## src/rtl/nmcu_pkg.sv

```systemverilog
// Shared NMCU definitions for the PE result writeback path.
//   DATA_WIDTH / PSUM_WIDTH / SHIFT_WIDTH : element, partial-sum and shift widths
//   ARRAY_DIM / WB_ROW_IDX_W              : PE array dimension and row index width
//   wb_state_t                            : writeback FSM states
//   requant_sat()                         : rounding arithmetic shift + signed saturation
package nmcu_pkg;

  localparam int DATA_WIDTH   = 8;
  localparam int PSUM_WIDTH   = 32;
  localparam int SHIFT_WIDTH  = 5;
  localparam int ARRAY_DIM    = 4;
  localparam int WB_ROW_IDX_W = $clog2(ARRAY_DIM);

  typedef enum logic {
    WB_IDLE = 1'b0,
    WB_SEND = 1'b1
  } wb_state_t;

  // Saturation bounds, held one bit wider than a PSUM so the rounded value
  // can be compared without wrapping.
  localparam logic signed [PSUM_WIDTH:0] SAT_MAX = (PSUM_WIDTH+1)'(2**(DATA_WIDTH-1) - 1);
  localparam logic signed [PSUM_WIDTH:0] SAT_MIN = (PSUM_WIDTH+1)'(-(2**(DATA_WIDTH-1)));

  // Round-half-up arithmetic right shift, then clamp to the signed DATA_WIDTH
  // range. The extra bit keeps psum + rounding constant from overflowing.
  function automatic logic [DATA_WIDTH-1:0] requant_sat(
    input logic [PSUM_WIDTH-1:0]  psum,
    input logic [SHIFT_WIDTH-1:0] shift
  );
    logic signed [PSUM_WIDTH:0] ext;
    logic signed [PSUM_WIDTH:0] half;
    logic signed [PSUM_WIDTH:0] shifted;
    logic [DATA_WIDTH-1:0]      result;
    ext  = signed'({psum[PSUM_WIDTH-1], psum});
    half = '0;
    if (shift != '0) begin
      half[shift - SHIFT_WIDTH'(1)] = 1'b1;
      shifted = (ext + half) >>> shift;
    end else begin
      shifted = ext;
    end
    if (shifted > SAT_MAX) begin
      result = SAT_MAX[DATA_WIDTH-1:0];
    end else if (shifted < SAT_MIN) begin
      result = SAT_MIN[DATA_WIDTH-1:0];
    end else begin
      result = shifted[DATA_WIDTH-1:0];
    end
    return result;
  endfunction

endpackage

```

## src/rtl/pe_requant_lane.sv

```systemverilog
// One combinational requantization lane: PSUM -> DATA_WIDTH element.
// Build option: define NMCU_WB_RELU_EN to clamp negative PSUMs to zero
// before rounding (fused ReLU); otherwise full signed requantization.
//   psum  : signed partial sum
//   shift : requant right-shift amount
//   data  : saturated element
module pe_requant_lane
  import nmcu_pkg::*;
(
  input  logic [PSUM_WIDTH-1:0]  psum,
  input  logic [SHIFT_WIDTH-1:0] shift,
  output logic [DATA_WIDTH-1:0]  data
);

  logic [PSUM_WIDTH-1:0] lane_psum;

`ifdef NMCU_WB_RELU_EN
  assign lane_psum = psum[PSUM_WIDTH-1] ? '0 : psum;
`else
  assign lane_psum = psum;
`endif

  assign data = requant_sat(lane_psum, shift);

endmodule

```

## src/rtl/pe_result_writeback.sv

```systemverilog
// PE result writeback: captures the PSUM matrix on a rising pe_done_i,
// requantizes it row by row and streams one row per valid/ready beat.
// Build option: NMCU_WB_RELU_EN (see pe_requant_lane).
// Ports:
//   clk, rst_n          : clock, asynchronous active-low reset
//   pe_done_i           : PE result valid level; rising edge captures
//   pe_result_i         : [row][col] signed PSUM matrix
//   cfg_base_addr_i     : destination base row address, latched at capture
//   cfg_shift_i         : requant shift, latched at capture
//   wb_valid_o/ready_i  : row beat handshake
//   wb_addr_o           : base + row index (wraps)
//   wb_data_o           : requantized row, col 0 in LSBs
//   wb_last_o           : final row of the matrix
//   busy_o              : drain in flight
//   overflow_o          : sticky, a capture was dropped; clr_overflow_i clears
// The lane datapath is sized by nmcu_pkg; DATA_WIDTH, PSUM_WIDTH and
// SHIFT_WIDTH must keep their package defaults.
module pe_result_writeback #(
  parameter int DATA_WIDTH  = nmcu_pkg::DATA_WIDTH,
  parameter int PSUM_WIDTH  = nmcu_pkg::PSUM_WIDTH,
  parameter int ARRAY_DIM   = 4,
  parameter int ADDR_WIDTH  = 16,
  parameter int SHIFT_WIDTH = 5
) (
  input  logic                                              clk,
  input  logic                                              rst_n,
  input  logic                                              pe_done_i,
  input  logic [ARRAY_DIM-1:0][ARRAY_DIM-1:0][PSUM_WIDTH-1:0] pe_result_i,
  input  logic [ADDR_WIDTH-1:0]                             cfg_base_addr_i,
  input  logic [SHIFT_WIDTH-1:0]                            cfg_shift_i,
  output logic                                              wb_valid_o,
  input  logic                                              wb_ready_i,
  output logic [ADDR_WIDTH-1:0]                             wb_addr_o,
  output logic [ARRAY_DIM*DATA_WIDTH-1:0]                   wb_data_o,
  output logic                                              wb_last_o,
  output logic                                              busy_o,
  output logic                                              overflow_o,
  input  logic                                              clr_overflow_i
);

  import nmcu_pkg::*;

  localparam int ROW_W = (ARRAY_DIM > 1) ? $clog2(ARRAY_DIM) : 1;
  localparam logic [ROW_W-1:0] ROW_LAST = ROW_W'(ARRAY_DIM - 1);

  wb_state_t state_q, state_d;
  logic [ROW_W-1:0] row_idx_q, row_idx_d;
  logic done_q;
  logic overflow_q;
  logic [ADDR_WIDTH-1:0]  base_q;
  logic [SHIFT_WIDTH-1:0] shift_q;
  logic [ARRAY_DIM-1:0][ARRAY_DIM-1:0][PSUM_WIDTH-1:0] psum_buf_q;

  logic capture, send, last_row, transfer, load, drop;
  logic [ARRAY_DIM*DATA_WIDTH-1:0] row_data;

  assign capture  = pe_done_i & ~done_q;
  assign send     = (state_q == WB_SEND);
  assign last_row = (row_idx_q == ROW_LAST);
  assign transfer = send & wb_ready_i;
  // A capture is taken when idle, or when it lands on the final-row
  // transfer so back-to-back matrices drain with no bubble.
  assign load     = capture & (~send | (transfer & last_row));
  assign drop     = capture & ~load;

  // NOTE: every always_comb output gets a default first so no path can
  // leave it unassigned and infer a latch.
  always_comb begin
    state_d   = state_q;
    row_idx_d = row_idx_q;
    case (state_q)
      WB_IDLE: begin
        if (capture) begin
          state_d   = WB_SEND;
          row_idx_d = '0;
        end
      end
      WB_SEND: begin
        if (transfer) begin
          if (last_row) begin
            row_idx_d = '0;
            state_d   = capture ? WB_SEND : WB_IDLE;
          end else begin
            row_idx_d = row_idx_q + ROW_W'(1);
          end
        end
      end
      default: begin
        state_d   = WB_IDLE;
        row_idx_d = '0;
      end
    endcase
  end

  // NOTE: state registers use non-blocking assignments so every flop samples
  // pre-edge values regardless of block ordering.
  always_ff @(posedge clk or negedge rst_n) begin
    if (!rst_n) begin
      state_q    <= WB_IDLE;
      row_idx_q  <= '0;
      done_q     <= 1'b0;
      overflow_q <= 1'b0;
      base_q     <= '0;
      shift_q    <= '0;
    end else begin
      state_q   <= state_d;
      row_idx_q <= row_idx_d;
      done_q    <= pe_done_i;
      if (load) begin
        base_q  <= cfg_base_addr_i;
        shift_q <= cfg_shift_i;
      end
      if (drop) begin
        overflow_q <= 1'b1;
      end else if (clr_overflow_i) begin
        overflow_q <= 1'b0;
      end
    end
  end

  // NOTE: the PSUM buffer has no reset; its contents are never visible
  // outside SEND, and SEND is only reached through a fresh load.
  always_ff @(posedge clk) begin
    if (load) begin
      psum_buf_q <= pe_result_i;
    end
  end

  for (genvar c = 0; c < ARRAY_DIM; c++) begin : g_lane
    pe_requant_lane u_lane (
      .psum  (psum_buf_q[row_idx_q][c]),
      .shift (shift_q),
      .data  (row_data[c*DATA_WIDTH +: DATA_WIDTH])
    );
  end

  // Outputs are gated by SEND so they read zero out of reset and when idle.
  assign wb_valid_o = send;
  assign busy_o     = send;
  assign wb_last_o  = send & last_row;
  assign wb_addr_o  = send ? (base_q + ADDR_WIDTH'(row_idx_q)) : '0;
  assign wb_data_o  = send ? row_data : '0;
  assign overflow_o = overflow_q;

endmodule
```

## config.mk

```make
export PLATFORM = sky130hd
export DESIGN_NAME = pe_result_writeback
export DESIGN_NICKNAME = d
export VERILOG_FILES = /design/src/rtl/nmcu_pkg.sv /design/src/rtl/pe_requant_lane.sv /design/src/rtl/pe_result_writeback.sv
export SDC_FILE = /design/constraint.sdc
export NUM_CORES = 1
export LEC_CHECK = 0
export CAP_MARGIN = 0
export CELL_PAD_IN_SITES_DETAIL_PLACEMENT = 1
export CELL_PAD_IN_SITES_GLOBAL_PLACEMENT = 2
export CORE_UTILIZATION = 45
export CTS_CLUSTER_DIAMETER = 40
export DETAILED_ROUTE_END_ITERATION = 10
export DONT_BUFFER_PORTS = 1
export PLACE_DENSITY = 0.91
export SLEW_MARGIN = 0
export SYNTH_ARGS = -nofsm -noshare
export SYNTH_HDL_FRONTEND = slang
export SYNTH_HIERARCHICAL = 1
export SYNTH_SLANG_ARGS = --single-unit
```

## constraint.sdc

```tcl
create_clock -name clk -period 12.6 [get_ports clk]
set_input_delay 0.63 -clock clk [delete_from_list [all_inputs] [get_ports clk]]
set_output_delay 0.63 -clock clk [all_outputs]
set_load 0.05 [all_outputs]
```

==> reports/results.tsv <==
stage	metric	value	unit
place	hpwlAfterDp	142400	um
synthesis	syn_area_per_cell	9.783	um2
worst_setup_path	cp.required	11.97	ns
die	fp.dieH	310.9	um
timing	clock.fmax	0.1021	GHz
place	io_buffers	0	
final_layout	fin_area	46760	um2
timing	slew_violations	0	
timing	final.min_clock_period	9.792	ns
routing	routed-via-count	40540	
power	cellPowerDensity	351.6	nW/um2
global_route	grt_busiest_layer	met2	
final_layout	ff_latch_area	16060	um2
hold_path	hold_class	primary input to register	
worst_setup_path	crit_path_start_kind	register	
final_layout	areaGrowthSynthToFinish	8.889	%
power	p_int	7.040	mW
place	place_ws	3.778	ns
hold_path	min_from	pe_result_i[95]	
global_route	met3_usage	8.311	%
die	core-area	93890	um2
power	switchingPower	9.403	mW
timing	finalSetupViolCount	0	
final_layout	fillerInstances	10330	
power	ir_drop	0.1898	mV
global_route	grt_use_total	37.74	%
global_route	overflow	0	
hold_path	hold_depth	0	
synthesis	syn-cell-area	42950	um2
power	comb_power_share	70.9	%
synthesis	syn-num-nets	5064	
global_route	gr-usage-met2	59.54	%
timing	timing.final.ws_setup	2.808	ns
clocking	cts_resized	0	
timing	rsz0062_at_grt	false	
routing	drtPass1Iterations	6	
worst_setup_path	reg2reg_setup_slack	7.22	ns
worst_setup_path	crit_type	register to output port	
routing	avgViaCountPerCell	7.225	
clocking	clkTransAtPathRegs	0.06	ns
synthesis	synth_warnings	6	
die	rows	112	
routing	wl	189500	um
clocking	clockBufferDepth	3	
worst_setup_path	r2r_cells	7	
synthesis	ys.flop_type	edfxtp_1	
global_route	grt_max_degree	124	
power	power_frac_seq	15.3	%
final_layout	drive_gt1_share	13.94	%
die	die-area	96670	um2
routing	wl_per_cell	33.77	um
power	power.leakage	16.22	nW
worst_setup_path	reg2reg_to	psum_buf_q[128]	
final_layout	multi_input_area	25320	um2
timing	skew	0.04034	ns
worst_setup_path	path_max_fanout	123	
clocking	cts_tree	built	
timing	fin_hold_ws	0.03445	ns
final_layout	num-nets-final	4944	
routing	route.detailed.drc	0	
clocking	cts_num_sinks	538	
timing	worstMarginPinSlew	1.259	ns
worst_setup_path	arrival	9.16	ns
die	die_x	310.9	um
power	p_clk_share	13.8	%
routing	final_antenna_net_count	0	
global_route	grt_antenna_before_repair	29	
synthesis	netlist_instances	4390	
routing	drtIter0Drc	5217	
global_route	grt_pass1_vias	39720	
power	swShare	57.19	%
status	status	complete, no violations	
synthesis	synth_edf_count	512	
global_route	use_met1	49.73	%
worst_setup_path	rr_startpoint	row_idx_q[0]	
clocking	numCtsBuffers	78	
clocking	h-tree-depth	3	
timing	post-route-period-util	77.72	%
hold_path	min_to	psum_buf_q[95]	
clocking	cts_root_buf	clkbuf_16	
timing	hold_viol	0	
timing	maxSlewHeadroom	15.34	%
synthesis	ys_async_sr_fraction	4.833	%
power	p_total	16.44	mW
worst_setup_path	critical_path.endpoint_type	output port	
synthesis	synth_seq_cells	538	
timing	fin_tns_setup	0	ns
synthesis	ys_seq_area_share	37.31	%
job	cap_violations	0	
place	dpl_cell_area	43760	um2
die	ios	590	
synthesis	synth_cell_types	135	
clocking	clock_latency	0.68	ns
die	start_util	45.74	%
global_route	grt_pass1_wl	273700	um
place	place.gp.congestion	1.019	
-- sequential cells by signal, summed over array words and instances, names as in the netlist --
signal and flops:
base_q 16, busy_o 1, done_q 1, overflow_o 1, psum_buf_q 512, row_idx_q 2, shift_q 5
-- critical path, stage by stage, from the launching register on --
cell	delay (ns)
dfrtp_4	0.68
buf_12	0.44
clkinv_1	0.14
buf_4	0.31
nand2_1	0.70
nor3_1	0.17
ha_1	0.65
nand4_4	0.25
or4_1	0.59
a211o_1	0.33
and4b_1	0.23
o211ai_2	0.49
nor2_1	0.20
a211o_1	0.27
or4_1	0.59
or4b_1	0.56
or4_4	0.56
o41ai_4	0.57
a21oi_1	0.18
and2_1	0.40
-- final cells by class --
| class | instances | share of cell area, % |
|---|---|---|
| flip-flops and latches | 538 | 34.33 |
| diodes | 24 | 0.1284 |
| repair buffers | 89 | 1.686 |
| multi-input cells | 3489 | 54.14 |
| clock inverters | 56 | 1.501 |
| inverters | 74 | 0.5940 |
| well taps | 1254 | 3.355 |
| clock buffers | 87 | 4.268 |
-- synth_stat cells, types with 58 or more instances --
cell	number	share of area, %
a211oi_1	106	1.9
a21oi_1	299	3.5
and2_1	64	0.93
buf_2	79	0.92
clkbuf_1	141	1.2
edfxtp_1	512	36
ha_1	131	3.8
inv_1	63	0.55
mux2i_1	106	2.5
mux4_2	145	7.6
nand2_1	441	3.9
nand3_1	112	1.3
nand4_1	69	1.0
nor2_1	491	4.3
nor3_1	132	1.5
o211ai_1	71	1.2
o21ai_0	178	2.1
o21ai_1	62	0.72
o22ai_1	58	0.84
-- cells by family (layout without fill, tap and decap cells) --
group,count (synthesis),after routing,share of synthesized area (%)
mux,307,307,11.65
simple gates,1591,1591,18.07
other cells,0,24,0
fa+ha+maj,136,136,4.050
xor+xnor,101,101,2.060
compound gates,1354,1354,23.07
buf+inv,363,306,3.787
flops,538,538,37.31
-- worst max path at each step --
stage / from / endpoint / slack (ns) / cells past startpoint
after floorplan: pe_done_i / base_q[10] / 4.67 / 4
after global placement: shift_q[1] / wb_data_o[11] / 3.77 / 20
final: shift_q[0] / wb_data_o[1] / 2.81 / 19
after global routing: shift_q[0] / wb_data_o[1] / 2.61 / 20
after CTS: shift_q[0] / wb_data_o[1] / 3.03 / 19
after detailed placement: shift_q[0] / wb_data_o[3] / 3.78 / 19
-- through the flow --
step                      cells  utilization [%]
after floorplan            4390                -
after detailed placement   5420            46.60
after global placement     5420            46.60
after global routing       5605            49.79
after CTS                  5587            49.74
final                      5611            49.81
-- power groups by stage --
stage	Combinational, mW	Clock (mW)	Sequential (mW)
2_1_floorplan	7.97	0	2.36
3_3_place_gp	11.0	0	2.52
3_5_place_dp	11.1	0	2.54
4_1_cts	11.2	2.29	2.51
5_1_grt	12.1	2.35	2.54
6_report	11.7	2.26	2.52
-- cells in the final DEF, fill, tap and decap left out, types with 62 or more instances in the layout --
cell       Yosys  final
a211oi_1     106    106
a21oi_1      299    297
and2_1        64     64
clkbuf_16      0     78
edfxtp_1     512    512
ha_1         131    131
inv_1         63     63
mux2i_1      106    106
mux4_2       145    145
nand2_1      441    441
nand3_1      112    112
nand4_1       69     69
nor2_1       491    491
nor3_1       132    132
o211ai_1      71     71
o21ai_0      178    178
o21ai_1       62     62
-- metal layers --
metal / part of all wire [%] / vias up / wire length [um]
li1: - / 17050 / -
met1: 40 / 20280 / 75170
met2: 46 / 2664 / 86540
met3: 9.8 / 539 / 18550
met4: 4.8 / 8 / 9183
met5: 0.025 / - / 47
-- timing repair --
action | in CTS | in global routing
endpoints found under the hold margin | 48 | 0
endpoints found under the setup margin | 0 | 0
setup buffers | 0 | 0
hold buffers | 24 | 0
Note: power is estimated with default switching activity, not from simulation.
